==> config.mk <==
export PLATFORM = sky130hd
export DESIGN_NAME = mem_port_arbiter
export DESIGN_NICKNAME = d
export VERILOG_FILES = /design/src/rtl/mem_port_arbiter_pkg.sv /design/src/rtl/mem_port_arbiter_pick2.sv /design/src/rtl/mem_port_arbiter.sv
export SDC_FILE = /design/constraint.sdc
export NUM_CORES = 1
export LEC_CHECK = 0
export ABC_CLOCK_PERIOD_IN_PS = 2600
export BUFFER_PORTS_ARGS = -buffer_cell sky130_fd_sc_hd__buf_2
export CORE_ASPECT_RATIO = 0.8
export CORE_MARGIN = 8
export CORE_UTILIZATION = 40
export CTS_BUF_LIST = sky130_fd_sc_hd__clkbuf_16
export DETAILED_ROUTE_END_ITERATION = 6
export HOLD_SLACK_MARGIN = 0.02
export PLACE_DENSITY = 0.88
export SYNTH_ARGS = -nofsm -noshare
export SYNTH_HDL_FRONTEND = slang
export SYNTH_SLANG_ARGS = --single-unit
==> constraint.sdc <==
create_clock -name clk -period 2.6 [get_ports clk]
set_clock_uncertainty 0.05 [all_clocks]
set_input_delay 0.13 -clock clk [delete_from_list [all_inputs] [get_ports clk]]
set_output_delay 0.13 -clock clk [all_outputs]
set_load 0.03 [all_outputs]
==> src/rtl/mem_port_arbiter_pkg.sv <==
// Shared types and constants for the data-port arbiter.
// Latency: n/a (declarations only).
// Backpressure: n/a.
package mem_port_arbiter_pkg;

  typedef enum logic [1:0] {
    ARB_IDLE  = 2'd0,
    ARB_ISSUE = 2'd1,
    ARB_RESP  = 2'd2
  } arbState_t;

  localparam logic REQ_CPU    = 1'b0;
  localparam logic REQ_LOADER = 1'b1;

  // Turns a requester index into its one-hot ready/response lane.
  function automatic logic [1:0] grantOneHot(input logic grantIdx);
    return grantIdx ? 2'b10 : 2'b01;
  endfunction

endpackage

==> src/rtl/mem_port_arbiter_pick2.sv <==
// Two-way requester picker; MEM_ARB_ROUND_ROBIN_EN selects round-robin tie-break, else CPU priority.
// Latency: purely combinational.
// Backpressure: none; the caller decides when a pick is consumed.
module arb_pick2
  import mem_port_arbiter_pkg::*;
(
  input  logic [1:0] valid,
  input  logic       lastGrant,
  output logic       grant,
  output logic       any
);

  assign any = |valid;

`ifdef MEM_ARB_ROUND_ROBIN_EN
  // Single candidate wins outright; on a tie the requester that did not win last time goes.
  always_comb begin
    grant = REQ_CPU;
    if (valid == 2'b11) begin
      grant = ~lastGrant;
    end else if (valid[1]) begin
      grant = REQ_LOADER;
    end
  end
`else
  // Fixed priority: the CPU wins whenever it is asking; the history bit plays no part.
  logic unusedLastGrant;
  assign unusedLastGrant = lastGrant;

  always_comb begin
    grant = REQ_CPU;
    if (!valid[0] && valid[1]) begin
      grant = REQ_LOADER;
    end
  end
`endif

endmodule

==> src/rtl/mem_port_arbiter.sv <==
// Shares RAM port B between CPU (0) and loader/DMA (1); tie-break set by MEM_ARB_ROUND_ROBIN_EN.
// Latency: accept at T, RAM command at T+1, resp_valid with read data at T+2; one transaction per 3 cycles.
// Backpressure: req_ready pulses only in IDLE; requesters hold valid/payload until they see it.
module mem_port_arbiter
  import mem_port_arbiter_pkg::*;
#(
  parameter int NUM_COL    = 4,
  parameter int COL_WIDTH  = 8,
  parameter int ADDR_WIDTH = 15,
  parameter int DATA_WIDTH = NUM_COL * COL_WIDTH
) (
  input  logic                    clk,
  input  logic                    rst,
  input  logic [1:0]              req_valid,
  output logic [1:0]              req_ready,
  input  logic [2*NUM_COL-1:0]    req_we,
  input  logic [2*ADDR_WIDTH-1:0] req_addr,
  input  logic [2*DATA_WIDTH-1:0] req_wdata,
  output logic [1:0]              resp_valid,
  output logic [DATA_WIDTH-1:0]   resp_rdata,
  output logic                    grant_id,
  output logic                    mem_en,
  output logic [NUM_COL-1:0]      mem_we,
  output logic [ADDR_WIDTH-1:0]   mem_addr,
  output logic [DATA_WIDTH-1:0]   mem_din,
  input  logic [DATA_WIDTH-1:0]   mem_dout
);

  arbState_t             arbState;
  logic                  lastGrant;
  logic                  pickGrant;
  logic                  pickAny;
  logic [1:0]            respValid;
  logic [DATA_WIDTH-1:0] rdataHold;
  logic [NUM_COL-1:0]    pickWe;
  logic [ADDR_WIDTH-1:0] pickAddr;
  logic [DATA_WIDTH-1:0] pickWdata;

  arb_pick2 uPick (
    .valid    (req_valid),
    .lastGrant(lastGrant),
    .grant    (pickGrant),
    .any      (pickAny)
  );

  // Payload of whichever requester the picker chose this cycle.
  always_comb begin
    pickWe    = pickGrant ? req_we[2*NUM_COL-1:NUM_COL]          : req_we[NUM_COL-1:0];
    pickAddr  = pickGrant ? req_addr[2*ADDR_WIDTH-1:ADDR_WIDTH]  : req_addr[ADDR_WIDTH-1:0];
    pickWdata = pickGrant ? req_wdata[2*DATA_WIDTH-1:DATA_WIDTH] : req_wdata[DATA_WIDTH-1:0];
  end

  // Accept is combinational so the requester sees it in the same IDLE cycle; reset masks it at once.
  assign req_ready  = (arbState == ARB_IDLE && !rst && pickAny) ? grantOneHot(pickGrant) : 2'b00;
  assign resp_valid = respValid;

  // RAM data arrives during RESP; pass it straight through then and hold a copy until the next response.
  assign resp_rdata = (arbState == ARB_RESP) ? mem_dout : rdataHold;

  // Transaction sequencer: IDLE latches the command, ISSUE lets the RAM sample it, RESP returns data.
  always_ff @(posedge clk or posedge rst) begin
    if (rst) begin
      arbState  <= ARB_IDLE;
      lastGrant <= REQ_LOADER;
      grant_id  <= REQ_CPU;
      mem_en    <= 1'b0;
      mem_we    <= '0;
      mem_addr  <= '0;
      mem_din   <= '0;
      respValid <= 2'b00;
      rdataHold <= '0;
    end else begin
      case (arbState)
        ARB_IDLE: begin
          respValid <= 2'b00;
          if (pickAny) begin
            grant_id  <= pickGrant;
            lastGrant <= pickGrant;
            mem_en    <= 1'b1;
            mem_we    <= pickWe;
            mem_addr  <= pickAddr;
            mem_din   <= pickWdata;
            arbState  <= ARB_ISSUE;
          end else begin
            mem_en <= 1'b0;
            mem_we <= '0;
          end
        end
        ARB_ISSUE: begin
          mem_en    <= 1'b0;
          mem_we    <= '0;
          respValid <= grantOneHot(grant_id);
          arbState  <= ARB_RESP;
        end
        ARB_RESP: begin
          respValid <= 2'b00;
          rdataHold <= mem_dout;
          arbState  <= ARB_IDLE;
        end
        default: begin
          mem_en    <= 1'b0;
          mem_we    <= '0;
          respValid <= 2'b00;
          arbState  <= ARB_IDLE;
        end
      endcase
    end
  end

endmodule
## After elaboration in Yosys (flattened, before gate mapping)

Cells that the tools add are included.
Widths: inputs -> output; s select.

- Bits of input ports: 138
- Logic and storage cells: 34
- Output and inout bits: 89
- Flip-flop bits (word level): 89

- Reduce and logical (&&, ||, !) cells: 8
- Mux-type cells: 15
- Equal/unequal tests: 3

Operator list:

| kind | count |
|---|---|
| $mux 32 | 2 |
| $mux 15 | 1 |
| $mux 2 | 5 |
| $mux 4 | 2 |
| $pmux 4 s2 | 1 |
| $pmux 2 s2 | 1 |
| $logic_and 1x1->1 | 3 |
| $eq 2x1->1 const B | 1 |
| $eq 2x2->1 const B | 1 |
| $logic_not 1->1 | 2 |
| $logic_not 2->1 | 1 |
| $mux 1 | 2 |
| $ne 2x2->1 const B | 1 |
| $pmux 1 s2 | 1 |
| $reduce_and 2->1 | 1 |
| $reduce_or 2->1 | 1 |

## Logic depth before layout (Yosys ltp)

- Word-level depth: 6
- Gate-level depth with buffers: 5
- Mapped depth without buffers: 3

## Modules after synthesis

From an unflattened synthesis, not the netlist that was laid out.

- Cell total of the unflattened synthesis: 254
- Area, all modules: 4207.8 um^2

Modules (own cells, without submodules):

| module | area an instance (um^2) | cells an instance | times used | seq. area each (um^2) |
|---|---|---|---|---|
| mem_port_arbiter | 4195.3 | 252 | 1 | 2253.4 |
| arb_pick2 | 12.5 | 2 | 1 | 0.0 |

## Worst setup path after synthesis

Ideal clock, no wire load.

- Path type: in2out
- Start: input port rst
- End: output port req_ready[0]
- Slack: -136 ps
- Buffers on the path: 0
- Arrival time: 2556 ps
- Required time: 2420 ps
- Stages: 2
- Cell sequence: inv_1 and3_1

- Word-level cells in the longest chain between the ends: 4

Ends and longest elaborated chain:

| what | line | source |
|---|---|---|
| start: declaration | mem_port_arbiter.sv:13 | `input logic rst,` |
| $logic_not 1->1 (no line) | -- |  |
| $logic_and 1x1->1 (2 in a row) | mem_port_arbiter.sv:54 | `assign req_ready = (arbState == ARB_IDLE && !rst && pickAny) ? grantOneHot(pickGrant) : 2'b00;` |
| $mux 2 | mem_port_arbiter.sv:54 |  |
| end: declaration | mem_port_arbiter.sv:15 | `output logic [1:0] req_ready,` |

Every way passes these cells.

## Worst setup path in the final report

Ends and elaborated chain as after synthesis.

==> results by group <==
Worst setup path
  • Crit path top cell by count: buf_2
  • Crit-path cells: dlygate4sd3_1 -> buf_2 -> clkinvlp_4 -> and3_1 -> buf_2
  • CP Max Fanout: 30
  • CP required: 2420 ps
  • CP arrival: 1960 ps
  • Nature of the critical path endpoint: output port
  • Critical path launch point type: primary input
  • Slowest CP cell: dlygate4sd3_1
  • Worst setup path class: in -> out
  • Crit-path max cell delay: 540 ps

Global route
  • All-Layer GR Usage: 17.2%
  • First-pass GRT wire length: 18,600 µm
  • Pin count of the biggest net entering global routing: 50
  • GR Overflow Total: 0
  • Vias in the first global route: 3,716
  • Initial antenna violation count: 2

Cells and area
  • Most common cell after layout, fill and taps aside: buf_2
  • Multi-input logic area: 1640 µm²
  • Final Util: 60.8%
  • Layout area overhead: 47.5%
  • Final #Nets: 654
  • Most frequent cells in the layout: 226 x buf_2, 110 x mux2_2, 89 x dfrtp_1, 37 x dlygate4sd3_1, 16 x mux2_4
  • Register Area: 2230 µm²
  • Share of cells above drive strength 1: 72.5%
  • Fill cells: 758

Yosys
  • YS warnings: 0
  • Unique cell type count in the Yosys netlist: 17
  • #FFs+latches synth: 89
  • Register area share after synthesis: 56.0%
  • Mapped cell area: 3980 µm²
  • Synth Instances: 251
  • Mapped Nets: 389
  • Syn Area/Cell: 15.9 µm²

Clock network
  • Post-cts sizing count: 0
  • CTS max path bufs: 2
  • CTS Buf Count: 9
  • CTS tree: done
  • Worst-Skew Late Latency: 330 ps
  • CTS root buf: clkbuf_16
  • Clock-pin slew on the worst setup and hold paths: 60 ps
  • H-Tree Level Count: 3
  • Clock sink count: 89

Route
  • Remaining DRCs: 0
  • Routed length per instance: 17.5 µm
  • DR vias: 3,154
  • Drt total wl: 11,600 µm
  • DRT iter0 DRCs: 109
  • Final ANT Viol Nets: 0
  • Pre-Repair DR Iteration Count: 4
  • Vias per cell: 4.79

Worst hold path
  • Worst min path class: in -> reg

Run
  • Maxcap violations: 0

Pwr
  • Power Density: 1320 nW/µm²
  • Maximum vdd drop: 0.652 mV
  • Leakage: 2.91 nW

Floorplan
  • Die area: 13,400 µm²
  • Row Count: 32
  • Number of I/O pins: 227
  • Chip Width: 128 µm
  • Initial core utilization: 41.2%
  • Die height: 105 µm
  • Core Footprint: 9650 µm²

Placement
  • HPWL Detailed: 8580 µm
  • RD Place Congestion: 0.752
  • I/O Buffers: 226

STA
  • Min Hold Slack: 83.8 ps
  • Hold Fails Final Rpt: 0
  • Setup TNS: 0 ps
  • Setup violations, final: 0
  • Highest Clock Rate: 0.468 GHz
  • Crit share post-route: 82.2%
  • Max Slew Vio Count: 0
  • Worst slew pin tran: 711 ps
  • RSZ-0062 raised after global routing: false
  • Fin crit period: 2140 ps
  • Slew headroom: 52.6%

Status
  • Status: complete, no violations
[per-layer routing]
layer / GRT usage (%) / routed length, µm / share of wire (%)
met1: 17.8 / 4250 / 37
met3: 6.85 / 1040 / 9.0
met4: 7.63 / 331 / 2.9
met5: 0 / 0 / 0
met2: 30.4 / 5940 / 51
[where the power goes]
| part | switching, mW | internal, mW | leakage [nW] |
|---|---|---|---|
| clock network | 0.528 | 0.653 | 0.129 |
| logic | 2.60 | 1.56 | 1.73 |
| registers | 0.314 | 2.09 | 1.05 |
[Yosys cell counts]
library cell  number  area share (%)
and2_1             2            0.31
inv_1              2            0.19
nor3_2             1            0.25
nor4_1             1            0.16
dfrtp_1           89              56
mux2_4            16             6.0
nor2_1             1           0.094
o21a_1             1            0.19
a221o_1            4             1.0
o21bai_1           1            0.19
and3_1             5            0.79
a21o_1             1            0.19
nor2b_1            2            0.31
mux2_2           110              31
nand2b_4           1            0.35
buf_2              7            0.88
buf_6              7             2.0
[kinds of logic (layout without fill, tap and decap cells)]
family,after synthesis,in the layout,share of synthesized area [%]
flops,89,89,56.0
mux,126,126,37.2
compound gates,7,7,1.57
simple gates,13,13,2.26
buf+inv,16,285,3.05
other cells,0,3,0
[final cells by class]
cell class                 count  share of cell area, %
tap                          136                   2.90
timing repair buffer         268                   26.2
clock inverter                 6                  0.853
clock buffer                   9                   3.84
antenna                        3                  0.128
inverter                       2                  0.192
multi-input combinational    146                   27.9
sequential                    89                   37.9
[path summary, 6_finish.rpt]
path	from	to	slack (ps)	cells after the start
max	rst	req_ready[0]	460	5
min	req_we[2]	mem_we[2]$_DFFE_PP0N_	80	3
max reg2reg	arbState[0]$_DFFE_PP0P_	mem_addr[10]$_DFFE_PP0P_	730	4
min reg2reg	rdataHold[7]$_DFF_PP0_	rdataHold[7]$_DFF_PP0_	450	1
max in group asynchronous	rst	mem_din[14]$_DFFE_PP0P_	1190	4
min in group asynchronous	rst	arbState[0]$_DFFE_PP0P_	420	3
[sequential cells by signal, summed over array words and instances, names as in the netlist]
name and count:
mem_addr 15, mem_we 4, mem_en 1, arbState 2, resp_valid 2, rdataHold 32, grant_id 1, mem_din 32
[repair_timing]
| item | in CTS | in global routing |
|---|---|---|
| hold endpoints to repair | 63 | 0 |
| setup endpoints to repair | 0 | 0 |
| hold buffers | 37 | 0 |
| buffers inserted | 0 | 0 |
[critical path, delay by kind of cell]
kind,cells,cell delay [ps]
buf+inv,4,1390
simple gates,1,430
[per-stage QoR]
| step | area [µm²] | total power [mW] | std cells | setup slack, ps |
|---|---|---|---|---|
| finish | 5870 | 7.74 | 659 | 463 |
| global placement | 5220 | 6.42 | 604 | 828 |
| CTS | 5860 | 7.83 | 656 | 373 |
| detailed placement | 5220 | 6.56 | 604 | 752 |
| floorplan | 3980 | 5.40 | 251 | 420 |
| global route | 5870 | 8.16 | 658 | 274 |
Power figures use the tool's default switching activity.
